<file path="config.mk">
export PLATFORM = sky130hd
export DESIGN_NAME = avl_bus_burst_arbiter_flat
export DESIGN_NICKNAME = d
export VERILOG_FILES = /design/src/rtl/avl_bus_burst_arbiter_pkg.sv /design/src/rtl/avl_bus_burst_arbiter_if.sv /design/src/rtl/avl_bus_burst_arbiter_id_fifo.sv /design/src/rtl/avl_bus_burst_arbiter.sv /design/src/flat_wrapper.sv
export SDC_FILE = /design/constraint.sdc
export NUM_CORES = 1
export LEC_CHECK = 0
export ABC_CLOCK_PERIOD_IN_PS = 3900
export CAP_MARGIN = 20
export CORE_AREA = 5 5 176 178
export DETAILED_ROUTE_END_ITERATION = 8
export DIE_AREA = 0 0 181 183
export PLACE_DENSITY = 0.53
export SETUP_SLACK_MARGIN = 0.1
export SLEW_MARGIN = 40
export SYNTH_ARGS = -nofsm -noshare
export SYNTH_HDL_FRONTEND = slang
export SYNTH_SLANG_ARGS = --single-unit
</file>
<file path="constraint.sdc">
create_clock -name clk -period 3.9 [get_ports clk]
set_input_delay 0.78 -clock clk [delete_from_list [all_inputs] [get_ports clk]]
set_output_delay 0.78 -clock clk [all_outputs]
set_load 0.03 [all_outputs]
</file>
<file path="src/rtl/avl_bus_burst_arbiter_pkg.sv">
// Shared types and sizing for the avl burst arbiter: burst-count width,
// arbitration state encoding and the muxed command payload.
package avl_bus_burst_arbiter_pkg;

  localparam int unsigned ALV_BURST_MAX_COUNT = 8;
  localparam int unsigned BURST_W             = $clog2(ALV_BURST_MAX_COUNT) + 1;

  localparam int unsigned MASTER_NUM_DEF = 4;
  localparam int unsigned ID_W_DEF       = $clog2(MASTER_NUM_DEF);

  typedef logic [ID_W_DEF-1:0] master_id_t;

  typedef enum logic {
    ARB  = 1'b0,
    LOCK = 1'b1
  } arb_state_t;

  // One command beat as presented to the shared slave.
  typedef struct packed {
    logic [31:0]        address;
    logic [3:0]         byte_en;
    logic [31:0]        write_data;
    logic               begin_burst;
    logic [BURST_W-1:0] burst_count;
  } avl_cmd_t;

endpackage

</file>
<file path="src/rtl/avl_bus_burst_arbiter_if.sv">
// Upstream (per-master) and downstream (shared slave) avl signals seen by the arbiter.
interface avl_bus_burst_arbiter_if #(
  parameter int unsigned MASTER_NUM = 4
);

  localparam int unsigned BW = avl_bus_burst_arbiter_pkg::BURST_W;

  logic [MASTER_NUM-1:0][31:0] m_address;
  logic [MASTER_NUM-1:0][3:0]  m_byte_en;
  logic [MASTER_NUM-1:0]       m_read;
  logic [MASTER_NUM-1:0]       m_write;
  logic [MASTER_NUM-1:0][31:0] m_write_data;
  logic [MASTER_NUM-1:0]       m_begin_burst_transfer;
  logic [MASTER_NUM-1:0][BW-1:0] m_burst_count;
  logic [MASTER_NUM-1:0]       m_request_ready;
  logic [MASTER_NUM-1:0]       m_resp_ready;
  logic [31:0]                 m_read_data;
  logic [MASTER_NUM-1:0]       m_read_data_valid;

  logic [31:0]   s_address;
  logic [3:0]    s_byte_en;
  logic          s_read;
  logic          s_write;
  logic [31:0]   s_write_data;
  logic          s_begin_burst_transfer;
  logic [BW-1:0] s_burst_count;
  logic          s_request_ready;
  logic          s_resp_ready;
  logic [31:0]   s_read_data;
  logic          s_read_data_valid;
  logic          err_unexpected_resp;

  // Arbiter faces the masters as their slave.
  modport slave (
    input  m_address, m_byte_en, m_read, m_write, m_write_data,
           m_begin_burst_transfer, m_burst_count, m_resp_ready,
    output m_request_ready, m_read_data, m_read_data_valid
  );

  // Arbiter drives the shared slave as its master.
  modport master (
    output s_address, s_byte_en, s_read, s_write, s_write_data,
           s_begin_burst_transfer, s_burst_count, s_resp_ready,
           err_unexpected_resp,
    input  s_request_ready, s_read_data, s_read_data_valid
  );

endinterface

</file>
<file path="src/rtl/avl_bus_burst_arbiter_id_fifo.sv">
// In-order FIFO of master IDs for outstanding reads; head selects the response target.
module avl_bus_burst_arbiter_id_fifo #(
  parameter int unsigned DEPTH = 8,
  parameter int unsigned ID_W  = 2
) (
  input  logic            clk,
  input  logic            rest,
  input  logic            push_i,
  input  logic [ID_W-1:0] push_id_i,
  input  logic            pop_i,
  output logic            full_o,
  output logic            empty_o,
  output logic [ID_W-1:0] head_c_o
);

  localparam int unsigned AW = $clog2(DEPTH);
  localparam int unsigned CW = $clog2(DEPTH) + 1;

  logic [ID_W-1:0] mem_q [DEPTH];
  logic [AW-1:0]   wr_ptr_q, wr_ptr_d;
  logic [AW-1:0]   rd_ptr_q, rd_ptr_d;
  logic [CW-1:0]   cnt_q, cnt_d;
  logic            full_d, empty_d;
  logic            push_ok, pop_ok;

  assign push_ok = push_i && !full_o;
  assign pop_ok  = pop_i && !empty_o;

  // Pointers wrap naturally because DEPTH is a power of two.
  always_comb begin
    wr_ptr_d = wr_ptr_q;
    rd_ptr_d = rd_ptr_q;
    cnt_d    = cnt_q;
    if (push_ok) wr_ptr_d = wr_ptr_q + AW'(1);
    if (pop_ok)  rd_ptr_d = rd_ptr_q + AW'(1);
    case ({push_ok, pop_ok})
      2'b10:   cnt_d = cnt_q + CW'(1);
      2'b01:   cnt_d = cnt_q - CW'(1);
      default: cnt_d = cnt_q;
    endcase
    full_d  = (cnt_d == CW'(DEPTH));
    empty_d = (cnt_d == '0);
  end

  always_ff @(posedge clk or negedge rest) begin
    if (!rest) begin
      wr_ptr_q <= '0;
      rd_ptr_q <= '0;
      cnt_q    <= '0;
      full_o   <= 1'b0;
      empty_o  <= 1'b1;
    end else begin
      wr_ptr_q <= wr_ptr_d;
      rd_ptr_q <= rd_ptr_d;
      cnt_q    <= cnt_d;
      full_o   <= full_d;
      empty_o  <= empty_d;
    end
  end

  always_ff @(posedge clk) begin
    if (push_ok) mem_q[wr_ptr_q] <= push_id_i;
  end

  assign head_c_o = mem_q[rd_ptr_q];

endmodule

</file>
<file path="src/rtl/avl_bus_burst_arbiter.sv">
// N-master to 1-slave avl arbiter: round-robin grant, burst lock, and in-order
// read-response routing through a master-ID FIFO. Command path is combinational.
module avl_bus_burst_arbiter
  import avl_bus_burst_arbiter_pkg::*;
#(
  parameter int unsigned MASTER_NUM      = 4,
  parameter int unsigned RESP_FIFO_DEPTH = 8
) (
  input  logic clk,
  input  logic rest,
  avl_bus_burst_arbiter_if.slave  m_bus,
  avl_bus_burst_arbiter_if.master s_bus
);

  localparam int unsigned ID_W = $clog2(MASTER_NUM);

  arb_state_t          state_q, state_d;
  logic [ID_W-1:0]     rr_ptr_q, rr_ptr_d;
  logic [ID_W-1:0]     owner_q, owner_d;
  logic [BURST_W-1:0]  remain_q, remain_d;
  logic                err_q, err_d;

  logic [MASTER_NUM-1:0] req;
  logic [ID_W-1:0]       arb_gnt, gnt;
  logic                  arb_any, gnt_vld;
  logic                  rd_blocked, cmd_ok, accept, push, pop;
  logic                  fifo_full, fifo_empty, resp_rdy;
  logic [ID_W-1:0]       head;
  logic [MASTER_NUM-1:0] req_rdy, rd_vld;
  avl_cmd_t              sel;

  function automatic logic [ID_W-1:0] next_id(input logic [ID_W-1:0] id);
    return (32'(id) == MASTER_NUM - 1) ? '0 : id + ID_W'(1);
  endfunction

  assign req = m_bus.m_read | m_bus.m_write;

  // Round-robin scan starting at rr_ptr with wrap.
  always_comb begin
    int unsigned idx;
    idx     = 0;
    arb_any = 1'b0;
    arb_gnt = '0;
    for (int unsigned k = 0; k < MASTER_NUM; k++) begin
      idx = (32'(rr_ptr_q) + k) % MASTER_NUM;
      if (!arb_any && req[ID_W'(idx)]) begin
        arb_any = 1'b1;
        arb_gnt = ID_W'(idx);
      end
    end
  end

  // A locked burst owns the slave even while its master is idle.
  always_comb begin
    gnt     = arb_gnt;
    gnt_vld = arb_any;
    if (state_q == LOCK) begin
      gnt     = owner_q;
      gnt_vld = 1'b1;
    end
  end

  // A full FIFO blocks reads outright; a same-cycle pop does not bypass.
  assign rd_blocked = m_bus.m_read[gnt] && fifo_full;
  assign cmd_ok     = gnt_vld && !rd_blocked;
  assign accept     = cmd_ok && req[gnt] && s_bus.s_request_ready;
  assign push       = accept && m_bus.m_read[gnt];

  always_comb begin
    sel.address     = m_bus.m_address[gnt];
    sel.byte_en     = m_bus.m_byte_en[gnt];
    sel.write_data  = m_bus.m_write_data[gnt];
    sel.begin_burst = m_bus.m_begin_burst_transfer[gnt];
    sel.burst_count = m_bus.m_burst_count[gnt];
  end

  always_comb begin
    req_rdy      = '0;
    req_rdy[gnt] = cmd_ok && s_bus.s_request_ready;
  end

  assign s_bus.s_address              = sel.address;
  assign s_bus.s_byte_en              = sel.byte_en;
  assign s_bus.s_write_data           = sel.write_data;
  assign s_bus.s_begin_burst_transfer = sel.begin_burst;
  assign s_bus.s_burst_count          = sel.burst_count;
  assign s_bus.s_read                 = cmd_ok && m_bus.m_read[gnt];
  assign s_bus.s_write                = cmd_ok && m_bus.m_write[gnt];
  assign m_bus.m_request_ready        = req_rdy;

  // Arbitration state machine: next state.
  always_comb begin
    state_d  = state_q;
    rr_ptr_d = rr_ptr_q;
    owner_d  = owner_q;
    remain_d = remain_q;
    err_d    = err_q | (s_bus.s_read_data_valid && fifo_empty);
    case (state_q)
      ARB: begin
        if (accept) begin
          if (sel.begin_burst && (sel.burst_count != '0)) begin
            state_d  = LOCK;
            owner_d  = gnt;
            remain_d = sel.burst_count;
          end else begin
            rr_ptr_d = next_id(gnt);
          end
        end
      end
      LOCK: begin
        if (accept) begin
          if (remain_q == BURST_W'(1)) begin
            state_d  = ARB;
            remain_d = '0;
            rr_ptr_d = next_id(owner_q);
          end else begin
            remain_d = remain_q - BURST_W'(1);
          end
        end
      end
      default: state_d = ARB;
    endcase
  end

  always_ff @(posedge clk or negedge rest) begin
    if (!rest) begin
      state_q  <= ARB;
      rr_ptr_q <= '0;
      owner_q  <= '0;
      remain_q <= '0;
      err_q    <= 1'b0;
    end else begin
      state_q  <= state_d;
      rr_ptr_q <= rr_ptr_d;
      owner_q  <= owner_d;
      remain_q <= remain_d;
      err_q    <= err_d;
    end
  end

  avl_bus_burst_arbiter_id_fifo #(
    .DEPTH (RESP_FIFO_DEPTH),
    .ID_W  (ID_W)
  ) u_id_fifo (
    .clk       (clk),
    .rest      (rest),
    .push_i    (push),
    .push_id_i (gnt),
    .pop_i     (pop),
    .full_o    (fifo_full),
    .empty_o   (fifo_empty),
    .head_c_o  (head)
  );

  // Responses go to the FIFO head only; data is broadcast.
  assign resp_rdy = !fifo_empty && m_bus.m_resp_ready[head];
  assign pop      = s_bus.s_read_data_valid && resp_rdy;

  always_comb begin
    rd_vld       = '0;
    rd_vld[head] = s_bus.s_read_data_valid && !fifo_empty;
  end

  assign s_bus.s_resp_ready        = resp_rdy;
  assign m_bus.m_read_data_valid   = rd_vld;
  assign m_bus.m_read_data         = s_bus.s_read_data;
  assign s_bus.err_unexpected_resp = err_q;

endmodule

</file>
<file path="src/flat_wrapper.sv">
// flat-port wrapper written by rule: the top's interface ports become plain ports
module avl_bus_burst_arbiter_flat import avl_bus_burst_arbiter_pkg::*;
#(
  parameter int unsigned MASTER_NUM      = 4,
  parameter int unsigned RESP_FIFO_DEPTH = 8
)
  (clk, rest, m_bus_m_address, m_bus_m_byte_en, m_bus_m_read, m_bus_m_write, m_bus_m_write_data, m_bus_m_begin_burst_transfer, m_bus_m_burst_count, m_bus_m_resp_ready, m_bus_m_request_ready, m_bus_m_read_data, m_bus_m_read_data_valid, s_bus_s_address, s_bus_s_byte_en, s_bus_s_read, s_bus_s_write, s_bus_s_write_data, s_bus_s_begin_burst_transfer, s_bus_s_burst_count, s_bus_s_resp_ready, s_bus_err_unexpected_resp, s_bus_s_request_ready, s_bus_s_read_data, s_bus_s_read_data_valid);
  avl_bus_burst_arbiter_if #(.MASTER_NUM(MASTER_NUM)) m_bus_i ();
  avl_bus_burst_arbiter_if #(.MASTER_NUM(MASTER_NUM)) s_bus_i ();
  input  logic clk;
  input  logic rest;
  input wire logic [$bits(m_bus_i.m_address)-1:0] m_bus_m_address;
  input wire logic [$bits(m_bus_i.m_byte_en)-1:0] m_bus_m_byte_en;
  input wire logic [$bits(m_bus_i.m_read)-1:0] m_bus_m_read;
  input wire logic [$bits(m_bus_i.m_write)-1:0] m_bus_m_write;
  input wire logic [$bits(m_bus_i.m_write_data)-1:0] m_bus_m_write_data;
  input wire logic [$bits(m_bus_i.m_begin_burst_transfer)-1:0] m_bus_m_begin_burst_transfer;
  input wire logic [$bits(m_bus_i.m_burst_count)-1:0] m_bus_m_burst_count;
  input wire logic [$bits(m_bus_i.m_resp_ready)-1:0] m_bus_m_resp_ready;
  output wire logic [$bits(m_bus_i.m_request_ready)-1:0] m_bus_m_request_ready;
  output wire logic [$bits(m_bus_i.m_read_data)-1:0] m_bus_m_read_data;
  output wire logic [$bits(m_bus_i.m_read_data_valid)-1:0] m_bus_m_read_data_valid;
  output wire logic [$bits(s_bus_i.s_address)-1:0] s_bus_s_address;
  output wire logic [$bits(s_bus_i.s_byte_en)-1:0] s_bus_s_byte_en;
  output wire logic [$bits(s_bus_i.s_read)-1:0] s_bus_s_read;
  output wire logic [$bits(s_bus_i.s_write)-1:0] s_bus_s_write;
  output wire logic [$bits(s_bus_i.s_write_data)-1:0] s_bus_s_write_data;
  output wire logic [$bits(s_bus_i.s_begin_burst_transfer)-1:0] s_bus_s_begin_burst_transfer;
  output wire logic [$bits(s_bus_i.s_burst_count)-1:0] s_bus_s_burst_count;
  output wire logic [$bits(s_bus_i.s_resp_ready)-1:0] s_bus_s_resp_ready;
  output wire logic [$bits(s_bus_i.err_unexpected_resp)-1:0] s_bus_err_unexpected_resp;
  input wire logic [$bits(s_bus_i.s_request_ready)-1:0] s_bus_s_request_ready;
  input wire logic [$bits(s_bus_i.s_read_data)-1:0] s_bus_s_read_data;
  input wire logic [$bits(s_bus_i.s_read_data_valid)-1:0] s_bus_s_read_data_valid;
  assign m_bus_i.m_address = m_bus_m_address;
  assign m_bus_i.m_byte_en = m_bus_m_byte_en;
  assign m_bus_i.m_read = m_bus_m_read;
  assign m_bus_i.m_write = m_bus_m_write;
  assign m_bus_i.m_write_data = m_bus_m_write_data;
  assign m_bus_i.m_begin_burst_transfer = m_bus_m_begin_burst_transfer;
  assign m_bus_i.m_burst_count = m_bus_m_burst_count;
  assign m_bus_i.m_resp_ready = m_bus_m_resp_ready;
  assign m_bus_m_request_ready = m_bus_i.m_request_ready;
  assign m_bus_m_read_data = m_bus_i.m_read_data;
  assign m_bus_m_read_data_valid = m_bus_i.m_read_data_valid;
  assign s_bus_s_address = s_bus_i.s_address;
  assign s_bus_s_byte_en = s_bus_i.s_byte_en;
  assign s_bus_s_read = s_bus_i.s_read;
  assign s_bus_s_write = s_bus_i.s_write;
  assign s_bus_s_write_data = s_bus_i.s_write_data;
  assign s_bus_s_begin_burst_transfer = s_bus_i.s_begin_burst_transfer;
  assign s_bus_s_burst_count = s_bus_i.s_burst_count;
  assign s_bus_s_resp_ready = s_bus_i.s_resp_ready;
  assign s_bus_err_unexpected_resp = s_bus_i.err_unexpected_resp;
  assign s_bus_i.s_request_ready = s_bus_s_request_ready;
  assign s_bus_i.s_read_data = s_bus_s_read_data;
  assign s_bus_i.s_read_data_valid = s_bus_s_read_data_valid;
  avl_bus_burst_arbiter #(.MASTER_NUM(MASTER_NUM), .RESP_FIFO_DEPTH(RESP_FIFO_DEPTH)) u_core (.clk(clk), .rest(rest), .m_bus(m_bus_i), .s_bus(s_bus_i));
endmodule
</file>
==> out/qor.txt, run 1 <==
Ratio of cells with drive above 1 in the final layout: 30.42%
Pin count of the biggest net entering global routing: 37
Synth unique cells: 71
Routed vias/inst: 4.445
Syn nets: 1086
Global route total overflow: 0
Mux contribution to synthesized area: 5.568%
# DRC: 0
Initial DRC Count: 262
Worst-Skew Late Latency: 0.28 ns
DP HPWL: 22.99 mm
Vias in the first global route: 7375
I/O pins: 457
Row cnt: 63
Max-slew violations: 0
Slew @ Worst Pin: 0.5202 ns
Die span in y: 183 um
Clock period minus worst slack: 3.719 ns
Final setup viols: 0
Seq/Total Area, Yosys: 20.98%
DIE WIDTH: 181 um
TritonRoute pass-1 iters: 5
Final GP Congestion: 0.9227
Synth Area in Simple Gates: 40.12%
Cell count after synthesis: 733
Layout Skew: 0.006039 ns
CTS Buf Count: 5
Fin nets: 1529
Post-route clock period utilization: 95.36%
Filler cells: 2941
Most used routing layer: met2
Critical path class: input pin to output port
RSZ-0062 raised after global routing: true
Clock transition at path regs: 0.05 ns
Pwr/cell area: 860.9 nW/um^2
Setup TNS: 0 ns
Worst setup SP type: input pin
Port Buffer Count: 392
Relative slew slack: 65.32%
Critical path endpoint category: output port
Crit path DAT: 2.94 ns
CTS tree: yes
Placed insts: 1517
Max IR drop VDD: 0.2751 mV
Status: finished, final reports clean
Final count of hold timing violations: 0
Number of flops mapped to enable cells by yosys: 16
Mapped cell area: 4921 um^2
Antenna diodes: 0
GR Util met1: 20.00%
Post-DP Area: 10660 um^2
Finished Layout Cells: 1567
Layout Area Growth over Synthesis: 135.7%
Syn_area_per_cell: 6.713 um^2
WL per Instance: 18.80 um
Met2 usage: 29.89%
Die Area: 33120 um^2
Worst-path fanout max: 34
Static leakage: 4.716 nW
Starting density of the core: 16.83%
H-tree level count: 2
Root buffer cell: clkbuf_16
Hold_buf cts: 0
Largest family of logic cells by synthesized area: simple AND/OR/NAND/NOR gates
Final ANT Viol Nets: 0
Tot GR Track Use: 16.61%
Max-cap violation count: 0
Initial antenna violation count: 0
XOR/XNOR share of the synthesized area: 1.424%
Compound-cell area share of the yosys netlist: 17.85%
Core Region: 29240 um^2
Via count: 6966
Drt total wl: 29.45 mm
Primary FF master, synth: dfrtp_1
M3 GR Usage: 4.106%
Seq cells post-synth: 38
Clock Path Buffers: 2
FFs w/ async S/R, synth: 57.89%
Synth warn: 0
Adder-cell share of the synthesized area: 3.687%
Final Cell Area: 11600 um^2
Required @ worst endpoint: 3.12 ns
CTS Sinks: 38
Fmax: 268.9 MHz
Global-route wire length before repair: 43.50 mm
Hold WC Path Type: flop to flop
metal layers:
layer	part of all wire, %	routed length (um)
met1	40	11660
met2	51	15160
met3	6.9	2030
met4	2.0	601
met5	0	0
critical path, cell delays in order:
cell	delay, ns
buf_6	0.10
nor2_4	0.06
buf_4	0.13
maj3_2	0.30
a221o_1	0.41
and2_4	0.18
buf_4	0.17
inv_2	0.12
buf_12	0.19
and3_2	0.25
a31oi_4	0.05
buf_6	0.17
layout make-up:
type	instances	area, um^2	area share, %
clock buffers	8	136.4	1.176
inverters	10	50.05	0.4315
multi-input cells	596	4466	38.50
flip-flops and latches	38	1036	8.932
well taps	390	488.0	4.207
repair buffers	525	5423	46.75
state kept, by name, summed over array words and instances, names as in the netlist:
name / flops
u_core.u_id_fifo.rd_ptr_q: 3
u_core.u_id_fifo.wr_ptr_q: 3
u_core.u_id_fifo.empty_o: 1
u_core.u_id_fifo.mem_q: 16
u_core.rr_ptr_q: 2
u_core.remain_q: 4
u_core.s_bus.err_unexpected_resp: 1
u_core.state_q: 1
u_core.u_id_fifo.cnt_q: 4
u_core.u_id_fifo.full_o: 1
u_core.owner_q: 2
stage by stage:
| step | power (mW) | setup slack, ns | util, % | hold WS (ns) |
|---|---|---|---|---|
| 3_3_place_gp | 8.701 | -0.5683 | 36.48 | 0.4397 |
| 4_1_cts | 9.978 | 0.1076 | 39.15 | 0.4606 |
| 3_5_place_dp | 8.745 | -0.5284 | 36.47 | 0.4517 |
| 2_1_floorplan | 5.362 | -0.1211 | - | 0.4462 |
| 6_report | 9.985 | 0.1810 | 39.66 | 0.4586 |
| 5_1_grt | 10.54 | 0.06763 | 39.66 | 0.4848 |
cell usage after synthesis (all sizes together) (4+ instances only):
library cell	instances	area share [%]
or2	5	0.64
nor4	5	0.94
xnor2	4	0.71
buf	41	5.9
mux4	6	2.7
nor3	7	0.81
and3	78	9.9
clkbuf	48	3.7
nor2b	4	0.51
dfrtp	21	11
xor2	4	0.71
a31oi	68	8.6
nand3	9	1.0
mux2i	6	1.2
nor4b	4	0.71
ha	12	3.1
edfxtp	16	9.8
inv	9	0.69
nor2	16	1.3
o21ai	13	1.3
mux2	7	1.6
or3	4	0.51
a32oi	7	1.2
nand2	285	22
layout by cell type, fill, tap and decap left out, drive strengths merged, types with 4 or more instances in the layout:
cell / n
o21ai: 13
xor2: 4
edfxtp: 16
clkbuf: 8
buf: 218
nor2b: 4
nand2: 285
inv: 9
mux4: 6
nor4: 5
or2: 5
and3: 78
ha: 12
mux2i: 6
mux2: 7
dfrtp: 21
or3: 4
nor4b: 4
nor2: 16
a32oi: 7
clkdlybuf4s50: 304
nand3: 9
a31oi: 68
nor3: 7
xnor2: 4
what timing repair did:
action | in CTS | in global routing
gates resized for setup | 92 | 26
endpoints found under the setup margin | 88 | 78
cloned | 6 | 0
pin swaps | 19 | 21
setup buffers | 27 | 9
power by group:
part | internal [mW] | total, mW | switching [mW] | leakage, nW
logic | 4.22 | 8.87 | 4.65 | 4.25
registers | 0.571 | 0.734 | 0.163 | 0.399
clock network | 0.237 | 0.378 | 0.141 | 0.0652
cell families after synthesis:
group	Yosys count
simple gates	431
compound gates	124
buf+inv	99
flops	38
mux	19
fa+ha+maj	14
xor+xnor	8
worst paths after layout:
check	start	end	slack [ns]	cells past startpoint
max	m_bus_m_read[2]	s_bus_s_write_data[24]	0.18	12
min	u_core.s_bus.err_unexpected_resp	u_core.s_bus.err_unexpected_resp	0.46	1
max reg2reg	u_core.rr_ptr_q[1]	u_core.u_id_fifo.full_o	0.27	13
min reg2reg	u_core.s_bus.err_unexpected_resp	u_core.s_bus.err_unexpected_resp	0.46	1
max in group asynchronous	rest	u_core.rr_ptr_q[1]	3.05	1
min in group asynchronous	rest	u_core.u_id_fifo.rd_ptr_q[2]	0.48	1
No activity file was read; power rests on OpenSTA's default activity.
==> inputs of run 2 (changes only) <==
--- a/config.mk
+++ b/config.mk
@@ -5,14 +5,15 @@
 export SDC_FILE = /design/constraint.sdc
 export NUM_CORES = 1
 export LEC_CHECK = 0
-export ABC_CLOCK_PERIOD_IN_PS = 3900
 export CAP_MARGIN = 20
 export CORE_AREA = 5 5 176 178
 export DETAILED_ROUTE_END_ITERATION = 8
 export DIE_AREA = 0 0 181 183
 export PLACE_DENSITY = 0.53
+export REMOVE_ABC_BUFFERS = 1
 export SETUP_SLACK_MARGIN = 0.1
 export SLEW_MARGIN = 40
 export SYNTH_ARGS = -nofsm -noshare
 export SYNTH_HDL_FRONTEND = slang
 export SYNTH_SLANG_ARGS = --single-unit
+export TNS_END_PERCENT = 1
==> out/qor.txt, run 2 (synthesis gave the netlist of run 1 again) <==
Initial DRC Count: 334 (+27%)
Metal-1 WL: 13.01 mm (+12%)
Die Area: 33120 um^2 (unchanged)
Leading registers by flop count: u_core.u_id_fifo.mem_q (16), u_core.remain_q (4), u_core.u_id_fifo.cnt_q (4)
# DRC: 0 (unchanged)
Max-cap violation count: 0 (unchanged)
Antenna diodes: 0 (unchanged)
Pin count of the biggest net entering global routing: 35 (-5.4%)
Final count of hold timing violations: 0 (unchanged)
Layout Area Growth over Synthesis: 125.0%
Worst-Skew Late Latency: 0.28 ns (about the same)
Most frequent cells in the layout: clkdlybuf4s50_1 (304), nand2_1 (283), buf_4 (144)
Die span in y: 183 um (unchanged)
TritonRoute pass-1 iters: 6 (+1)
Global-route wire length before repair: 45.35 mm (+4.3%)
Clock Path Buffers: 2 (unchanged)
Wire length on met2: 14.13 mm (-6.7%)
Tot GR Track Use: 17.58% (+0.97 points)
Slew @ Worst Pin: 0.5082 ns (-0.01199 ns)
Vias in the first global route: 7413 (+0.52%)
Post-route clock period utilization: 97.76% (+2.4 points)
Commonest non-fill, non-tap cell in the layout: clkdlybuf4s50_1
Worst-path fanout max: 4 (-88%)
Global route total overflow: 0 (unchanged)
Port Buffer Count: 392 (unchanged)
Clock period minus worst slack: 3.813 ns (+0.09377 ns)
Final GP Congestion: 0.8649 (-6.3%)
Via count: 7057 (+1.3%)
Ratio of cells with drive above 1 in the final layout: 25.68% (-4.7 points)
WL per Instance: 19.87 um (+5.7%)
Number of flip-flops in the largest register: 16 (unchanged)
Layout Skew: 0.003387 ns (-0.002652 ns)
CTS tree: yes
Top Metal Used: met5
Pwr/cell area: 878.8 nW/um^2 (+2.1%)
Setup TNS: 0 ns (unchanged)
H-tree level count: 2 (unchanged)
WL met3: 3.383 mm (+67%)
Final ANT Viol Nets: 0 (unchanged)
Relative slew slack: 66.12% (+0.80 points)
CTS Buf Count: 5 (unchanged)
Drt total wl: 31.11 mm (+5.6%)
Initial antenna violation count: 0 (unchanged)
Core Region: 29240 um^2 (unchanged)
Post-layout util: 37.86% (-1.8 points)
Routed vias/inst: 4.506 (+1.4%)
Starting density of the core: 16.83% (unchanged)
Row cnt: 63 (unchanged)
Hold WC Path Type: input pin to async pin
DIE WIDTH: 181 um (unchanged)
CTS Sinks: 38 (unchanged)
Clock transition at path regs: 0.06 ns (about the same)
Required @ worst endpoint: 4.10 ns (+0.98 ns)
Max-slew violations: 0 (unchanged)
Fin nets: 1528 (-0.065%)
Static leakage: 4.723 nW (+0.16%)
Critical path endpoint category: flop
Largest Register: u_core.u_id_fifo.mem_q
I/O pins: 457 (unchanged)
Fmax: 262.3 MHz (-2.5%)
Status: finished, final reports clean
Worst hold slack: 0.4656 ns (+0.007070 ns)
Worst setup SP type: input pin
Critical path class: input pin to flop
Crit path DAT: 4.02 ns (+1.08 ns)
Hold_buf cts: 0 (unchanged)
Final setup viols: 0 (unchanged)
Root buffer cell: clkbuf_16
DP HPWL: 25.19 mm (+9.6%)
Max IR drop VDD: 0.2897 mV (+5.3%)
RSZ-0062 raised after global routing: true
## run 2: cell count changes in the layout (fill, tap and decap cells not counted), moves of 3 or more
cell,delta
a31oi_1,+48
clkbuf_1,-3
buf_6,-14
and3_1,+8
buf_4,-4
a31oi_4,-43
clkbuf_2,+3
and3_4,-6
a31oi_2,-5
buf_12,+17
## run 2: cell type report
type | instances | area (um^2)
clock buffer | 5 | 125.1
timing repair buffer | 524 | 5528
multi-input combinational | 596 | 3770
tap | 390 | 488.0
clock inverter | 3 | 68.82
fill | 2980 | 18170
inverter | 10 | 57.56
sequential | 38 | 1035
## run 2: power breakdown
part           internal (mW)  total [mW]  switching [mW]  leakage, nW
combinational           4.16        8.47            4.31         4.23
clock                  0.367       0.524           0.157       0.0940
sequential             0.570       0.732           0.162        0.400
## run 2: path summary, 6_finish.rpt
| path | start | end | slack, ns | cells after the start |
|---|---|---|---|---|
| min | rest | u_core.u_id_fifo.cnt_q[3] | 0.47 | 1 |
| max in group asynchronous | rest | u_core.rr_ptr_q[0] | 3.06 | 1 |
| min in group clk | u_core.s_bus.err_unexpected_resp | u_core.s_bus.err_unexpected_resp | 0.47 | 1 |
| max reg2reg | u_core.rr_ptr_q[1] | u_core.u_id_fifo.full_o | 0.13 | 12 |
| min reg2reg | u_core.s_bus.err_unexpected_resp | u_core.s_bus.err_unexpected_resp | 0.47 | 1 |
| max | m_bus_m_read[1] | u_core.u_id_fifo.full_o | 0.09 | 13 |
## run 2: through the flow
stage	std cells	setup WS, ns	area [um^2]	power [mW]
after floorplan	644	-4.785	4448	4.329
after global placement	1538	-0.5751	10150	8.435
after CTS	1563	0.08749	10980	9.764
after global routing	1566	0.003522	11070	10.31
after detailed placement	1538	-0.7023	10150	8.477
final	1566	0.08721	11070	9.730
## run 2: timing repair
action                     CTS  global route
pin swaps                   18            18
cloned                       5             0
hold endpoints to repair     0             0
setup buffers               12             3
resized for setup           95            25
setup endpoints to repair   85            77
## run 2: layer usage
metal / vias up / GRT usage, %
met3: 31 / 8.390
met2: 325 / 28.09
met4: 2 / 3.002
met5: - / 3.429
met1: 3266 / 21.77
li1: 3433 / -
## run 2: worst max-delay path, stage by stage
cell and delay, ns:
buf_6 0.09, or2_4 0.26, o41ai_4 0.43, nor3b_2 0.10
a211o_1 0.35, o221a_4 0.27, nor3_4 0.21, nand2_2 0.10
ha_4 0.19, fa_1 0.44, mux2_4 0.28, or3_4 0.38
nor2b_1 0.13
==> inputs of run 3 (changes only) <==
--- a/config.mk
+++ b/config.mk
@@ -5,6 +5,7 @@
 export SDC_FILE = /design/constraint.sdc
 export NUM_CORES = 1
 export LEC_CHECK = 0
+export ABC_AREA = 0
 export CAP_MARGIN = 20
 export CORE_AREA = 5 5 176 178
 export DETAILED_ROUTE_END_ITERATION = 8
@@ -12,7 +13,6 @@
 export PLACE_DENSITY = 0.53
 export REMOVE_ABC_BUFFERS = 1
 export SETUP_SLACK_MARGIN = 0.1
-export SLEW_MARGIN = 40
 export SYNTH_ARGS = -nofsm -noshare
 export SYNTH_HDL_FRONTEND = slang
 export SYNTH_SLANG_ARGS = --single-unit
==> out/qor.txt, run 3 (synthesis gave the netlist of run 1 again) <==
Fin nets: 1547 (+1.2%)
Number of flip-flops in the largest register: 16 (unchanged)
Filler cells: 2966 (-0.47%)
WL per Instance: 19.76 um (-0.53%)
CTS tree: yes
H-tree level count: 2 (unchanged)
Hold Startpoint: u_core.s_bus.err_unexpected_resp
Total chip power: 9.971 mW (+2.5%)
Most frequent cells in the layout: clkdlybuf4s50_1 (305), nand2_1 (281), buf_4 (153)
Initial antenna violation count: 1 (+1)
Required @ worst endpoint: 4.12 ns (+0.02 ns)
TritonRoute pass-1 iters: 4 (-2)
Hold WC Path Type: flop to flop
Final GP Congestion: 0.8649 (unchanged)
DP HPWL: 25.18 mm (about the same)
Worst-path fanout max: 4 (unchanged)
Via count: 7112 (+0.78%)
Tot GR Track Use: 17.65% (+0.071 points)
Worst hold slack: 0.4671 ns (+0.001438 ns)
Ratio of cells with drive above 1 in the final layout: 27.20% (+1.5 points)
Layout Area Growth over Synthesis: 130.6%
Final count of hold timing violations: 0 (unchanged)
Critical path class: input pin to flop
Global route total overflow: 0 (unchanged)
Worst reg2reg setup slack: 0.14 ns (about the same)
Slew @ Worst Pin: 0.4522 ns (-0.05601 ns)
Critical path endpoint category: flop
Die span in y: 183 um (unchanged)
Vias in the first global route: 7516 (+1.4%)
Largest Register: u_core.u_id_fifo.mem_q
Core Region: 29240 um^2 (unchanged)
Max-cap violation count: 0 (unchanged)
Commonest non-fill, non-tap cell in the layout: clkdlybuf4s50_1
Root buffer cell: clkbuf_16
Post-route clock period utilization: 97.69% (about the same)
I/O pins: 457 (unchanged)
Sequential cell area: 1033 um^2 (-0.12%)
WHS Endpoint: u_core.s_bus.err_unexpected_resp
Pwr/cell area: 878.8 nW/um^2 (about the same)
R2R Path Start: u_core.rr_ptr_q[1]
Worst-Skew Late Latency: 0.28 ns (about the same)
Post-layout util: 38.80% (+0.94 points)
Clock period minus worst slack: 3.810 ns (-0.003063 ns)
Hold Path Stages: 1
Die Area: 33120 um^2 (unchanged)
Routed vias/inst: 4.481 (-0.55%)
Final setup viols: 0 (unchanged)
Clock transition at path regs: 0.06 ns (about the same)
Global-route wire length before repair: 45.63 mm (+0.61%)
Layout Skew: 0.005220 ns (+0.001833 ns)
CTS Buf Count: 5 (unchanged)
Starting density of the core: 16.83% (unchanged)
Final ANT Viol Nets: 0 (unchanged)
Capturing point of the worst reg2reg path: u_core.u_id_fifo.full_o
Worst setup SP type: input pin
# DRC: 0 (unchanged)
Fmax: 262.5 MHz (about the same)
Status: finished, final reports clean
Port Buffer Count: 392 (unchanged)
Drt total wl: 31.36 mm (+0.81%)
Row cnt: 63 (unchanged)
Multi-input gate area: 3745 um^2 (-0.66%)
Pin count of the biggest net entering global routing: 35 (unchanged)
Relative slew slack: 69.85% (+3.7 points)
Max IR drop VDD: 0.2993 mV (+3.3%)
DIE WIDTH: 181 um (unchanged)
Static leakage: 4.857 nW (+2.8%)
Max-slew violations: 0 (unchanged)
Reg2reg path depth: 16 (+4)
Clock Path Buffers: 2 (unchanged)
Leading registers by flop count: u_core.u_id_fifo.mem_q (16), u_core.remain_q (4), u_core.u_id_fifo.cnt_q (4)
RSZ-0062 raised after global routing: true
Initial DRC Count: 312 (-6.6%)
CTS Sinks: 38 (unchanged)
Crit path DAT: 4.03 ns (about the same)
run 3: cell types whose count changed in the layout (fill, tap and decap cells not counted), sizes merged:
| cell | change |
|---|---|
| clkdlybuf4s50 | +1 |
| clkinv | +1 |
| bufbuf | -2 |
| clkbuf | -2 |
| buf | +22 |
| inv | -1 |
| diode | +2 |
run 3: power by group:
group | switching, mW | internal (mW) | total (mW)
Sequential | 0.158 | 0.569 | 0.726
Clock | 0.164 | 0.367 | 0.531
Combinational | 4.38 | 4.33 | 8.71
run 3: cell type report:
class	instances	area share [%]
clock buffer	5	1.103
timing repair buffer	543	51.16
tap	390	4.301
antenna	2	0.04411
inverter	10	0.6727
multi-input combinational	596	33.01
clock inverter	3	0.6065
sequential	38	9.109
run 3: repair_timing:
item                                   4_1_cts  5_1_grt
setup endpoints to repair                   86       78
hold buffers                                 0        0
endpoints found under the hold margin        0        0
pin swaps                                   20       24
cloned                                       7        0
resized for setup                           89       57
buffers inserted                            28        3
run 3: through the flow:
step,setup TNS [ns],setup WS [ns],std cells,cell area [um^2]
after detailed placement,-36.43,-0.7111,1538,10150
after global routing,-0.07262,-0.04592,1586,11340
after floorplan,-362.96,-4.785,644,4448
final,0,0.09027,1587,11350
after CTS,0,0.09385,1581,11120
after global placement,-29.98,-0.5751,1538,10150
run 3: worst max path at each step:
| stage | from | endpoint | slack [ns] | cells past startpoint |
|---|---|---|---|---|
| detailed placement | m_bus_m_write[2] | u_core.u_id_fifo.full_o | -0.71 | 15 |
| finish | m_bus_m_read[1] | u_core.u_id_fifo.full_o | 0.09 | 17 |
| global placement | m_bus_m_read[0] | u_core.u_id_fifo.full_o | -0.58 | 16 |
| CTS | m_bus_m_read[2] | u_core.u_id_fifo.full_o | 0.09 | 18 |
| floorplan | m_bus_m_read[3] | s_bus_s_write | -4.78 | 7 |
| global route | m_bus_m_read[1] | u_core.u_id_fifo.full_o | -0.05 | 17 |
run 3: worst max-delay path: stages:
cell and delay, ns:
buf_6 0.09, or2_4 0.26, o41ai_4 0.42, buf_4 0.19, or2_1 0.12, o211ai_1 0.16
o221a_4 0.34, nor3_4 0.20, nand2_2 0.11, ha_4 0.20, ha_4 0.20, a21o_1 0.18
a21oi_2 0.14, xor2_1 0.07, nor2_1 0.14, xor2_1 0.25, nor2b_1 0.16
run 3: metal layers:
metal / track usage [%] / share of wire [%] / vias up
li1: - / - / 3468
met1: 22.22 / 42 / 3307
met2: 28.15 / 46 / 303
met3: 7.854 / 10 / 32
met4: 3.302 / 1.6 / 2
met5: 2.286 / 0.23 / -
